$ cat config.mk
export PLATFORM = sky130hd
export DESIGN_NAME = stream_turbo_encoder_flat
export DESIGN_NICKNAME = d
export VERILOG_FILES = /design/src/rtl/stream_turbo_encoder_pkg.sv /design/src/rtl/stream_turbo_encoder_if.sv /design/src/rtl/stream_turbo_encoder_rsc.sv /design/src/rtl/stream_turbo_encoder.sv /design/src/flat_wrapper.sv
export SDC_FILE = /design/constraint.sdc
export NUM_CORES = 1
export LEC_CHECK = 0
export ABC_AREA = 1
export CAP_MARGIN = 20
export CORE_ASPECT_RATIO = 0.75
export CORE_MARGIN = 2
export CORE_UTILIZATION = 45
export CTS_CLUSTER_SIZE = 30
export DETAILED_ROUTE_END_ITERATION = 12
export GPL_TIMING_DRIVEN = 0
export PLACE_DENSITY = 0.63
export SLEW_MARGIN = 30
export SYNTH_ARGS = -nofsm -noshare
export SYNTH_HDL_FRONTEND = slang
export SYNTH_SLANG_ARGS = --single-unit
$ cat constraint.sdc
create_clock -name clk -period 4.3 [get_ports clk]
set_input_delay 1.29 -clock clk [delete_from_list [all_inputs] [get_ports clk]]
set_output_delay 1.29 -clock clk [all_outputs]
set_load 0.02 [all_outputs]
$ cat src/rtl/stream_turbo_encoder_pkg.sv
// rtl/stream_turbo_encoder_pkg.sv - shared types and RSC step function for the turbo encoder
// Purpose: termination length, FSM state type, output triple layout and the 13/15 RSC step.
// Ports: none (package).
package stream_turbo_encoder_pkg;

   localparam int MEM = 3;

   typedef enum logic [2:0] {LOAD, ENCODE, TAIL1, TAIL2, DRAIN} enc_state_t;

   typedef struct packed {
      logic sys;
      logic p1;
      logic p2;
      logic tail;
      logic last;
   } enc_triple_t;

   // state = {s1,s2,s3}; returns {next_state, parity}
   function automatic logic [3:0] rsc_step(input logic [2:0] state, input logic u);
      logic a;
      logic p;
      a = u ^ state[1] ^ state[0];
      p = a ^ state[2] ^ state[0];
      return {a, state[2], state[1], p};
   endfunction

endpackage

$ cat src/rtl/stream_turbo_encoder_if.sv
// rtl/stream_turbo_encoder_if.sv - bit-in / triple-out handshake bundle of the turbo encoder
// Purpose: groups the input bit stream, output triple stream and busy flag.
// Ports: in_valid/in_ready/in_bit (bit stream), out_valid/out_ready/out_sys/out_p1/out_p2/
//        out_tail/out_last (triple stream), busy. slave = encoder side, master = source/sink side.
interface stream_turbo_encoder_if;
   logic in_valid;
   logic in_ready;
   logic in_bit;
   logic out_valid;
   logic out_ready;
   logic out_sys;
   logic out_p1;
   logic out_p2;
   logic out_tail;
   logic out_last;
   logic busy;

   modport slave (
      input  in_valid, in_bit, out_ready,
      output in_ready, out_valid, out_sys, out_p1, out_p2, out_tail, out_last, busy
   );

   modport master (
      output in_valid, in_bit, out_ready,
      input  in_ready, out_valid, out_sys, out_p1, out_p2, out_tail, out_last, busy
   );
endinterface

$ cat src/rtl/stream_turbo_encoder_rsc.sv
// rtl/stream_turbo_encoder_rsc.sv - 8-state recursive systematic convolutional encoder (13/15)
// Purpose: one RSC constituent encoder; advances one trellis step when step_en is high.
// Ports: clk, rstn (async active-low), step_en (advance state), term (force u=s2^s3 so the
//        feedback bit is 0), u (input bit) -> sys (effective input bit), p (parity),
//        state ({s1,s2,s3}).
module stream_turbo_encoder_rsc
   import stream_turbo_encoder_pkg::*;
(
   input  logic       clk,
   input  logic       rstn,
   input  logic       step_en,
   input  logic       term,
   input  logic       u,
   output logic       sys,
   output logic       p,
   output logic [2:0] state
);

   logic       u_eff;
   logic [3:0] step;

   // Termination input cancels the feedback, driving the register toward 000.
   assign u_eff = term ? (state[1] ^ state[0]) : u;
   assign step  = rsc_step(state, u_eff);
   assign sys   = u_eff;
   assign p     = step[0];

   always_ff @(posedge clk or negedge rstn) begin
      if (!rstn) begin
         state <= 3'b000;
      end else if (step_en) begin
         state <= step[3:1];
      end
   end

endmodule

$ cat src/rtl/stream_turbo_encoder.sv
// rtl/stream_turbo_encoder.sv - block turbo encoder with QPP interleaver and trellis termination
// Purpose: buffers N information bits, then emits N (sys,p1,p2) triples followed by 2*MEM
//          termination triples; RSC2 reads the buffer in QPP order pi(i)=(F1*i+F2*i*i) mod N.
// Ports: clk, rstn (async active-low), s (stream_turbo_encoder_if.slave: bit input stream,
//        triple output stream, busy).
module stream_turbo_encoder
   import stream_turbo_encoder_pkg::*;
#(
   parameter int N  = 40,
   parameter int F1 = 3,
   parameter int F2 = 10
)
(
   input  logic clk,
   input  logic rstn,
   stream_turbo_encoder_if.slave s
);

   localparam int              AW        = $clog2(N);
   localparam logic [AW:0]     N_EXT     = (AW+1)'(N);
   localparam logic [AW-1:0]   G0        = AW'((F1 + F2) % N);
   localparam logic [AW-1:0]   G_INC     = AW'((2 * F2) % N);
   localparam logic [AW-1:0]   LAST_IDX  = AW'(N - 1);
   localparam logic [AW-1:0]   TAIL_LAST = AW'(MEM - 1);

   enc_state_t    state, state_n;
   logic [AW-1:0] cnt, cnt_n;
   logic [AW-1:0] pi, pi_n;
   logic [AW-1:0] g, g_n;
   logic [AW:0]   pi_sum, g_sum;
   logic          armed;
   logic [N-1:0]  bit_buf;
   enc_triple_t   out_q, out_n;
   logic          out_valid_q, out_valid_n;
   logic          in_acc, out_acc, room;
   logic          step1, step2, term1, term2;
   logic          sys1, sys2, par1, par2;
   logic [2:0]    rsc1_state, rsc2_state;

   // armed keeps in_ready low while reset is asserted and for the first cycle after it.
   assign s.in_ready = armed && (state == LOAD);
   assign in_acc     = s.in_valid && s.in_ready;
   assign out_acc    = out_valid_q && s.out_ready;
   assign room       = !out_valid_q || s.out_ready;

   assign term1 = (state == TAIL1);
   assign term2 = (state == TAIL2);

   // QPP address recurrence: pi(i+1) = pi(i) + g(i), g(i+1) = g(i) + 2*F2, all mod N.
   assign pi_sum = {1'b0, pi} + {1'b0, g};
   assign g_sum  = {1'b0, g} + {1'b0, G_INC};

   stream_turbo_encoder_rsc u_rsc1 (
      .clk     (clk),
      .rstn    (rstn),
      .step_en (step1),
      .term    (term1),
      .u       (bit_buf[cnt]),
      .sys     (sys1),
      .p       (par1),
      .state   (rsc1_state)
   );

   stream_turbo_encoder_rsc u_rsc2 (
      .clk     (clk),
      .rstn    (rstn),
      .step_en (step2),
      .term    (term2),
      .u       (bit_buf[pi]),
      .sys     (sys2),
      .p       (par2),
      .state   (rsc2_state)
   );

   always_comb begin
      state_n     = state;
      cnt_n       = cnt;
      pi_n        = pi;
      g_n         = g;
      out_n       = out_q;
      out_valid_n = out_valid_q && !s.out_ready;
      step1       = 1'b0;
      step2       = 1'b0;
      unique case (state)
         LOAD: begin
            if (in_acc) begin
               if (cnt == LAST_IDX) begin
                  state_n = ENCODE;
                  cnt_n   = '0;
                  pi_n    = '0;
                  g_n     = G0;
               end else begin
                  cnt_n = cnt + 1'b1;
               end
            end
         end
         ENCODE: begin
            if (room) begin
               step1       = 1'b1;
               step2       = 1'b1;
               out_valid_n = 1'b1;
               out_n       = '{sys: sys1, p1: par1, p2: par2, tail: 1'b0, last: 1'b0};
               pi_n        = (pi_sum >= N_EXT) ? AW'(pi_sum - N_EXT) : pi_sum[AW-1:0];
               g_n         = (g_sum >= N_EXT) ? AW'(g_sum - N_EXT) : g_sum[AW-1:0];
               if (cnt == LAST_IDX) begin
                  state_n = TAIL1;
                  cnt_n   = '0;
               end else begin
                  cnt_n = cnt + 1'b1;
               end
            end
         end
         TAIL1: begin
            if (room) begin
               step1       = 1'b1;
               out_valid_n = 1'b1;
               out_n       = '{sys: sys1, p1: par1, p2: 1'b0, tail: 1'b1, last: 1'b0};
               if (cnt == TAIL_LAST) begin
                  state_n = TAIL2;
                  cnt_n   = '0;
               end else begin
                  cnt_n = cnt + 1'b1;
               end
            end
         end
         TAIL2: begin
            if (room) begin
               step2       = 1'b1;
               out_valid_n = 1'b1;
               out_n       = '{sys: sys2, p1: 1'b0, p2: par2, tail: 1'b1,
                               last: (cnt == TAIL_LAST)};
               if (cnt == TAIL_LAST) begin
                  state_n = DRAIN;
                  cnt_n   = '0;
               end else begin
                  cnt_n = cnt + 1'b1;
               end
            end
         end
         DRAIN: begin
            if (out_acc) begin
               state_n = LOAD;
            end
         end
         default: begin
            state_n = LOAD;
         end
      endcase
   end

   always_ff @(posedge clk or negedge rstn) begin
      if (!rstn) begin
         state       <= LOAD;
         cnt         <= '0;
         pi          <= '0;
         g           <= '0;
         armed       <= 1'b0;
         out_q       <= '0;
         out_valid_q <= 1'b0;
      end else begin
         state       <= state_n;
         cnt         <= cnt_n;
         pi          <= pi_n;
         g           <= g_n;
         armed       <= 1'b1;
         out_q       <= out_n;
         out_valid_q <= out_valid_n;
      end
   end

   // Bit buffer has no reset: contents are only read after a full block has been written.
   always_ff @(posedge clk) begin
      if (in_acc) begin
         bit_buf[cnt] <= s.in_bit;
      end
   end

   assign s.out_valid = out_valid_q;
   assign s.out_sys   = out_q.sys;
   assign s.out_p1    = out_q.p1;
   assign s.out_p2    = out_q.p2;
   assign s.out_tail  = out_q.tail;
   assign s.out_last  = out_q.last;
   assign s.busy      = (state != LOAD);

   // Both constituent trellises must be back at the zero state once termination is done.
   a_terminated : assert property (@(posedge clk) disable iff (!rstn)
      (state == DRAIN) |-> (rsc1_state == 3'b000 && rsc2_state == 3'b000));

endmodule

$ cat src/flat_wrapper.sv
// flat-port wrapper written by rule: the top's interface ports become plain ports
module stream_turbo_encoder_flat import stream_turbo_encoder_pkg::*;
#(
   parameter int N  = 40,
   parameter int F1 = 3,
   parameter int F2 = 10
)
  (clk, rstn, s_in_valid, s_in_bit, s_out_ready, s_in_ready, s_out_valid, s_out_sys, s_out_p1, s_out_p2, s_out_tail, s_out_last, s_busy);
  stream_turbo_encoder_if s_i ();
  input  logic clk;
  input  logic rstn;
  input wire logic [$bits(s_i.in_valid)-1:0] s_in_valid;
  input wire logic [$bits(s_i.in_bit)-1:0] s_in_bit;
  input wire logic [$bits(s_i.out_ready)-1:0] s_out_ready;
  output wire logic [$bits(s_i.in_ready)-1:0] s_in_ready;
  output wire logic [$bits(s_i.out_valid)-1:0] s_out_valid;
  output wire logic [$bits(s_i.out_sys)-1:0] s_out_sys;
  output wire logic [$bits(s_i.out_p1)-1:0] s_out_p1;
  output wire logic [$bits(s_i.out_p2)-1:0] s_out_p2;
  output wire logic [$bits(s_i.out_tail)-1:0] s_out_tail;
  output wire logic [$bits(s_i.out_last)-1:0] s_out_last;
  output wire logic [$bits(s_i.busy)-1:0] s_busy;
  assign s_i.in_valid = s_in_valid;
  assign s_i.in_bit = s_in_bit;
  assign s_i.out_ready = s_out_ready;
  assign s_in_ready = s_i.in_ready;
  assign s_out_valid = s_i.out_valid;
  assign s_out_sys = s_i.out_sys;
  assign s_out_p1 = s_i.out_p1;
  assign s_out_p2 = s_i.out_p2;
  assign s_out_tail = s_i.out_tail;
  assign s_out_last = s_i.out_last;
  assign s_busy = s_i.busy;
  stream_turbo_encoder #(.N(N), .F1(F1), .F2(F2)) u_core (.clk(clk), .rstn(rstn), .s(s_i));
endmodule
## Yosys cells after proc, flatten, opt, wreduce, memory -nomap -nowiden

Index checks and enable logic that the tools add are counted.

- Bits in registers: 74
- Input bits: 5
- Output and inout bits: 8
- Word-level logic and storage cells: 115

- Add/subtract/negate cells: 5
- Magnitude comparators: 5
- Equality and inequality tests: 16
- Muxes and demuxes: 44
- Bitwise gates (word level): 10
- Reductions and logical operators: 21

Operators with widths:

| kind | count |
|---|---|
| 2-to-1 mux 6 bit | 13 |
| bitwise mux 40 bit | 1 |
| 2-to-1 mux 3 bit | 9 |
| case mux 6 bit (2 select lines) | 2 |
| inequality test 2 x 1 -> 1 bit, second input constant | 9 |
| case mux 6 bit (3 select lines) | 1 |
| 2-to-1 mux 5 bit | 3 |
| case mux 3 bit (5 select lines) | 1 |
| case mux 5 bit (3 select lines) | 1 |
| greater-or-equal comparator 7 x 6 -> 1 bit, second input constant | 2 |
| < comparator 6 x 7 -> 1 bit, second input constant | 2 |
| binary-select mux 1 bit (select 6 bit) | 2 |
| AND reduction 4 bit | 3 |
| subtractor 6 bit, second input constant | 2 |
| 2-to-1 mux 1 bit | 10 |
| XOR 1 bit | 10 |
| AND reduction 9 bit | 1 |
| nonzero test 3 bit | 3 |
| adder 6 x 5 -> 7 bit, second input constant | 1 |
| adder 6 x 6 -> 7 bit | 1 |
| adder 6 x 1 -> 6 bit, second input constant | 1 |
| demux 1 bit (select 6 bit) | 1 |
| equality test 3 x 2 -> 1 bit, second input constant | 2 |
| equality test 6 x 2 -> 1 bit, second input constant | 1 |
| other kinds (12) | 19 |

## Depth between registers and ports, before layout

- Depth in word-level cells: 9
- Gate-level depth with buffers: 16
- Mapped depth without buffers: 15

## Hierarchy

A second synthesis with hierarchy kept.

- Cells, all modules: 564
- Area, all modules: 4,354.2 um2

By module, submodules not included:

| module | times used | cells each | area each (um2) | sequential area each (um2) |
|---|---|---|---|---|
| stream_turbo_encoder | 1 | 500 | 3,926.3 | 1,876.8 |
| stream_turbo_encoder_rsc | 2 | 32 | 214.0 | 75.1 |

## Worst setup path before layout

No wires, ideal clock.

- Kind: input to register
- From: input s_out_ready
- To: register u_core.state[1]
- Library setup time: 0.125 ns
- Data arrival time: 2.245 ns
- Data required time: 4.175 ns
- Slack: 1.930 ns
- Cell stages on the path: 10
- Path buffers: 1
- Cells stage by stage: nor2_1 > inv_1 > o21ai_0 > or2_1 > buf_6 > inv_2 > nand2_1 > clkinv_1 > o21ai_0 > o21ai_1

- Word-level cells in the longest chain between the ends: 3
- Elaborated cells between the ends (all ways): 7
- Classes of those cells: 4 x eq/ne; 3 x reduce/logical

Ends and longest elaborated chain:

| what | line | text |
|---|---|---|
| from (decl) | flat_wrapper.sv:14 | `input wire logic [$bits(s_i.out_ready)-1:0] s_out_ready;` |
| logical AND 1 bit or logical OR 1 bit (tied branches) | stream_turbo_encoder.sv:43, stream_turbo_encoder.sv:44 |  |
| inequality test 2 x 1 -> 1 bit (no line) | n/a |  |
| AND reduction 9 bit (no line) (*) | n/a |  |
| to (signal assigned) | stream_turbo_encoder.sv:161 | `state <= state_n;` |
| to (decl) | stream_turbo_encoder.sv:26 | `enc_state_t state, state_n;` |

Mark *: on every way between the ends. The rest lies on a longest branch, timed or not.
A chain may end at the register's enable or synchronous reset.

## Worst setup path in the final report

- From: register u_core.state[2]
- To: output s_in_ready

- Word-level cells in the longest chain between the ends: 2

Ends and longest elaborated chain:

| what | line | text |
|---|---|---|
| logical NOT 3 bit | stream_turbo_encoder.sv:41 | `assign s.in_ready = armed && (state == LOAD);` |
| logical AND 1 bit | stream_turbo_encoder.sv:41 |  |
| to (decl) | flat_wrapper.sv:15 | `output wire logic [$bits(s_i.in_ready)-1:0] s_in_ready;` |

Every way passes these cells.

==> flow_summary.json <==
{
  "status": "completed",
  "synthDistinctLibCells": 35,
  "cp_slowest_stage_delay_ps": 610,
  "synthDominantAreaCellType": "edfxtp_1",
  "multi_input_area_um2": 1920,
  "setup.worst_path.end": "s_in_ready",
  "netlist_instances": 557,
  "gr-usage-all-layers_pct": 23.4,
  "drv_slew": 0,
  "criticalPathCategory": "reg -> out",
  "initial_core_util_pct": 46.7,
  "crit_chain": "nor2_1 > inv_1 > nor2_2 > inv_2 > nor2_4 > clkdlybuf4s50_1",
  "synth_area_leaders": "edfxtp_1, dfrtp_1, nand2_1",
  "reg2reg_from": "u_core.pi[2]$_DFFE_PN0P_",
  "grt_first_pass_wirelength_um": 17800,
  "postSynth.asyncResetShare_pct": 45.2,
  "post-cts-setup-buffers": 0,
  "drt-initial-drc-count": 305,
  "via_per_inst": 5.34,
  "die_area_um2": 10300,
  "ys_ff_latch": 73,
  "power_per_cell_area_nw_per_um2": 732,
  "rrSetupSlack_ps": 2010,
  "final_cell_mix": "nand2_1, nor2_1, inv_1, nand3_1, o21ai_0",
  "core_um2": 9120,
  "final.period_utilization_pct": 71.7,
  "yosysSeqAreaShare_pct": 47.6,
  "final_nets": 598,
  "post_synth.cell_area_avg_um2": 7.65,
  "startpoint_kind_of_the_worst_setup_timing_path": "flip-flop",
  "ctsLongestPathBuffers": 2,
  "mostFrequentLayoutCell": "nand2_1",
  "final_routed_wirelength_um": 11000,
  "worst_setup_path_startpoint": "u_core.state[2]$_DFFE_PN0P_",
  "placedCellCount": 698,
  "final.setup_skew_ps": 5.75,
  "synth_ff_type": "edfxtp_1",
  "timing.rr.end": "u_core.pi[3]$_DFFE_PN0P_",
  "rsz_0062_raised_after_global_routing": "false",
  "path_buf_inv": 3,
  "design_area_um2": 4810,
  "setup-tns-final_ps": 0,
  "critPathTopFamily": "buffers and inverters",
  "crit_required_ps": 3010,
  "routed_wirelength_normalized_by_instance_count_um": 15.4,
  "max_cap_viol_count": 0,
  "ant_nets": 0,
  "netlist_area_pre_place_um2": 4260,
  "io_pins": 13,
  "slew_headroom_pct": 59.2,
  "seq_area_um2": 2030,
  "timing.critical_path.slowest_stage_cell": "clkdlybuf4s50_1",
  "final_critical_path_time_including_i_o_delays_and_setup_ps": 3080,
  "finalNonFillerCells": 714,
  "worst_setup_path_end_kind": "output port",
  "cts_hold_repair.buffers": 0,
  "reg2reg_depth": 11,
  "drc": 0,
  "chipHeight_um": 88.3,
  "report.final.setup_viol": 0,
  "p_leak_nw": 2.18,
  "critical_path_peak_fanout": 4,
  "finalHoldViolCount": 0,
  "gp_congestion": 0.930,
  "clock_insertion_delay_worst_skew_ps": 340,
  "drtPass1Iterations": 5,
  "p_r_area_growth_vs_syn_pct": 12.8,
  "ctsRootBufferMaster": "clkbuf_16",
  "synth-edff-count": 40,
  "antenna_found_initial": 0,
  "tritoncts": "built",
  "place.port_buffers": 12,
  "tightestPinTransition_ps": 609,
  "post_cts.resized_instances": 0,
  "routed-via-count": 3812,
  "layout-drive-gt1-share_pct": 6.66,
  "antenna_cells": 0,
  "cts_made_buffers": 9,
  "die_w_um": 116,
  "crit_cells": 6,
  "dpl-instance-area_um2": 4550,
  "ctsHtreeMaxLevel": 3,
  "power.ir.vdd_worst_mv": 0.304,
  "pin_count_of_the_biggest_net_entering_global_routing": 41,
  "rows": 30,
  "worst_ep_arrival_time_ps": 1790,
  "synth_top_area_share_pct": 28.2,
  "layout.filler_cells": 880,
  "max_clock_freq_mhz": 324,
  "dp_hpwl_um": 8060,
  "clock-sinks": 73,
  "globalRoute.totalOverflow": 0,
  "first_global_vias": 3466,
  "ys_warn_count": 0,
  "clock_input_transition_at_the_sequential_cells_of_the_worst_setup_and_hold_paths_ps": 60,
  "syn-num-nets": 574,
  "hp-class": "reg -> reg"
}
-- synthesized netlist by cell type, drive strengths merged (3+ instances only) --
library cell    n
a21oi          13
buf            13
clkbuf          3
dfrtp          33
edfxtp         40
ha             12
inv            58
nand2         188
nand3          49
nand4           3
nor2           64
nor3            7
o21ai          44
o22ai           4
xor2            9
-- cell families after synthesis --
group	Yosys count	synth area share (%)
other	1	0.0880
xor gates and xnor gates	11	2.26
AOI/OAI and AO/OA	68	8.61
DFF	73	47.6
and+or+nand+nor	316	30.7
buffers and inverters	76	7.23
adders and majority gates	12	3.53
-- metal layers --
layer / share of wire [%] / GRT usage, % / up-vias / routed length (um)
li1: - / - / 1856 / -
met1: 49 / 35.4 / 1786 / 5430
met2: 42 / 34.1 / 160 / 4590
met3: 8.0 / 4.59 / 10 / 883
met4: 1.0 / 6.71 / 0 / 114
met5: 0 / 0 / - / 0
-- state kept, by name, indices dropped and copies added (netlist names) --
register	count
u_core.g	5
u_core.s.out_valid	1
u_core.pi	6
u_core.u_rsc2.state	3
u_core.s.out_p1	1
u_core.state	3
u_core.s.out_sys	1
u_core.s.out_tail	1
u_core.s.out_last	1
u_core.bit_buf	40
u_core.armed	1
u_core.s.out_p2	1
u_core.cnt	6
u_core.u_rsc1.state	3
-- cell type report --
class / instances / share of cell area (%)
Clock inverter: 5 / 0.495
Tap cell: 128 / 3.33
Multi-Input combinational cell: 408 / 40.0
Buffer: 16 / 1.72
Inverter: 60 / 4.69
Timing Repair Buffer: 13 / 2.71
Clock buffer: 11 / 4.84
Sequential cell: 73 / 42.2
-- report_power, final --
part	internal, mW	switching, mW	total (mW)	leakage [nW]
sequential	0.866	0.138	1.00	0.768
clock	0.384	0.280	0.664	0.130
combinational	0.631	1.22	1.85	1.28
-- tightest hold or removal path: cells and delay by family, from the launching register on --
family / cells / cell delay (ps)
flops: 1 / 340
simple gates: 2 / 110
-- how the worst min path moves through the flow --
stage	from	endpoint	cells after the start
after global placement	u_core.s.out_last$_DFFE_PN0P_	u_core.s.out_last$_DFFE_PN0P_	2
after global routing	u_core.s.out_last$_DFFE_PN0P_	u_core.s.out_last$_DFFE_PN0P_	2
after floorplan	u_core.g[0]$_DFFE_PN0P_	u_core.g[0]$_DFFE_PN0P_	2
after detailed placement	u_core.s.out_last$_DFFE_PN0P_	u_core.s.out_last$_DFFE_PN0P_	2
after CTS	u_core.s.out_last$_DFFE_PN0P_	u_core.s.out_last$_DFFE_PN0P_	2
final	u_core.s.out_last$_DFFE_PN0P_	u_core.s.out_last$_DFFE_PN0P_	2
-- metrics by stage --
| step | power, mW | utilization [%] | hold WS (ps) | setup WS [ps] |
|---|---|---|---|---|
| after floorplan | 2.31 | - | 460 | 1930 |
| after global placement | 2.77 | 49.8 | 468 | 1210 |
| after detailed placement | 2.82 | 49.9 | 469 | 1220 |
| after CTS | 3.50 | 52.7 | 483 | 1190 |
| after global routing | 3.82 | 52.7 | 491 | 1130 |
| final | 3.52 | 52.7 | 475 | 1220 |
No activity file was read; power rests on OpenSTA's default activity.
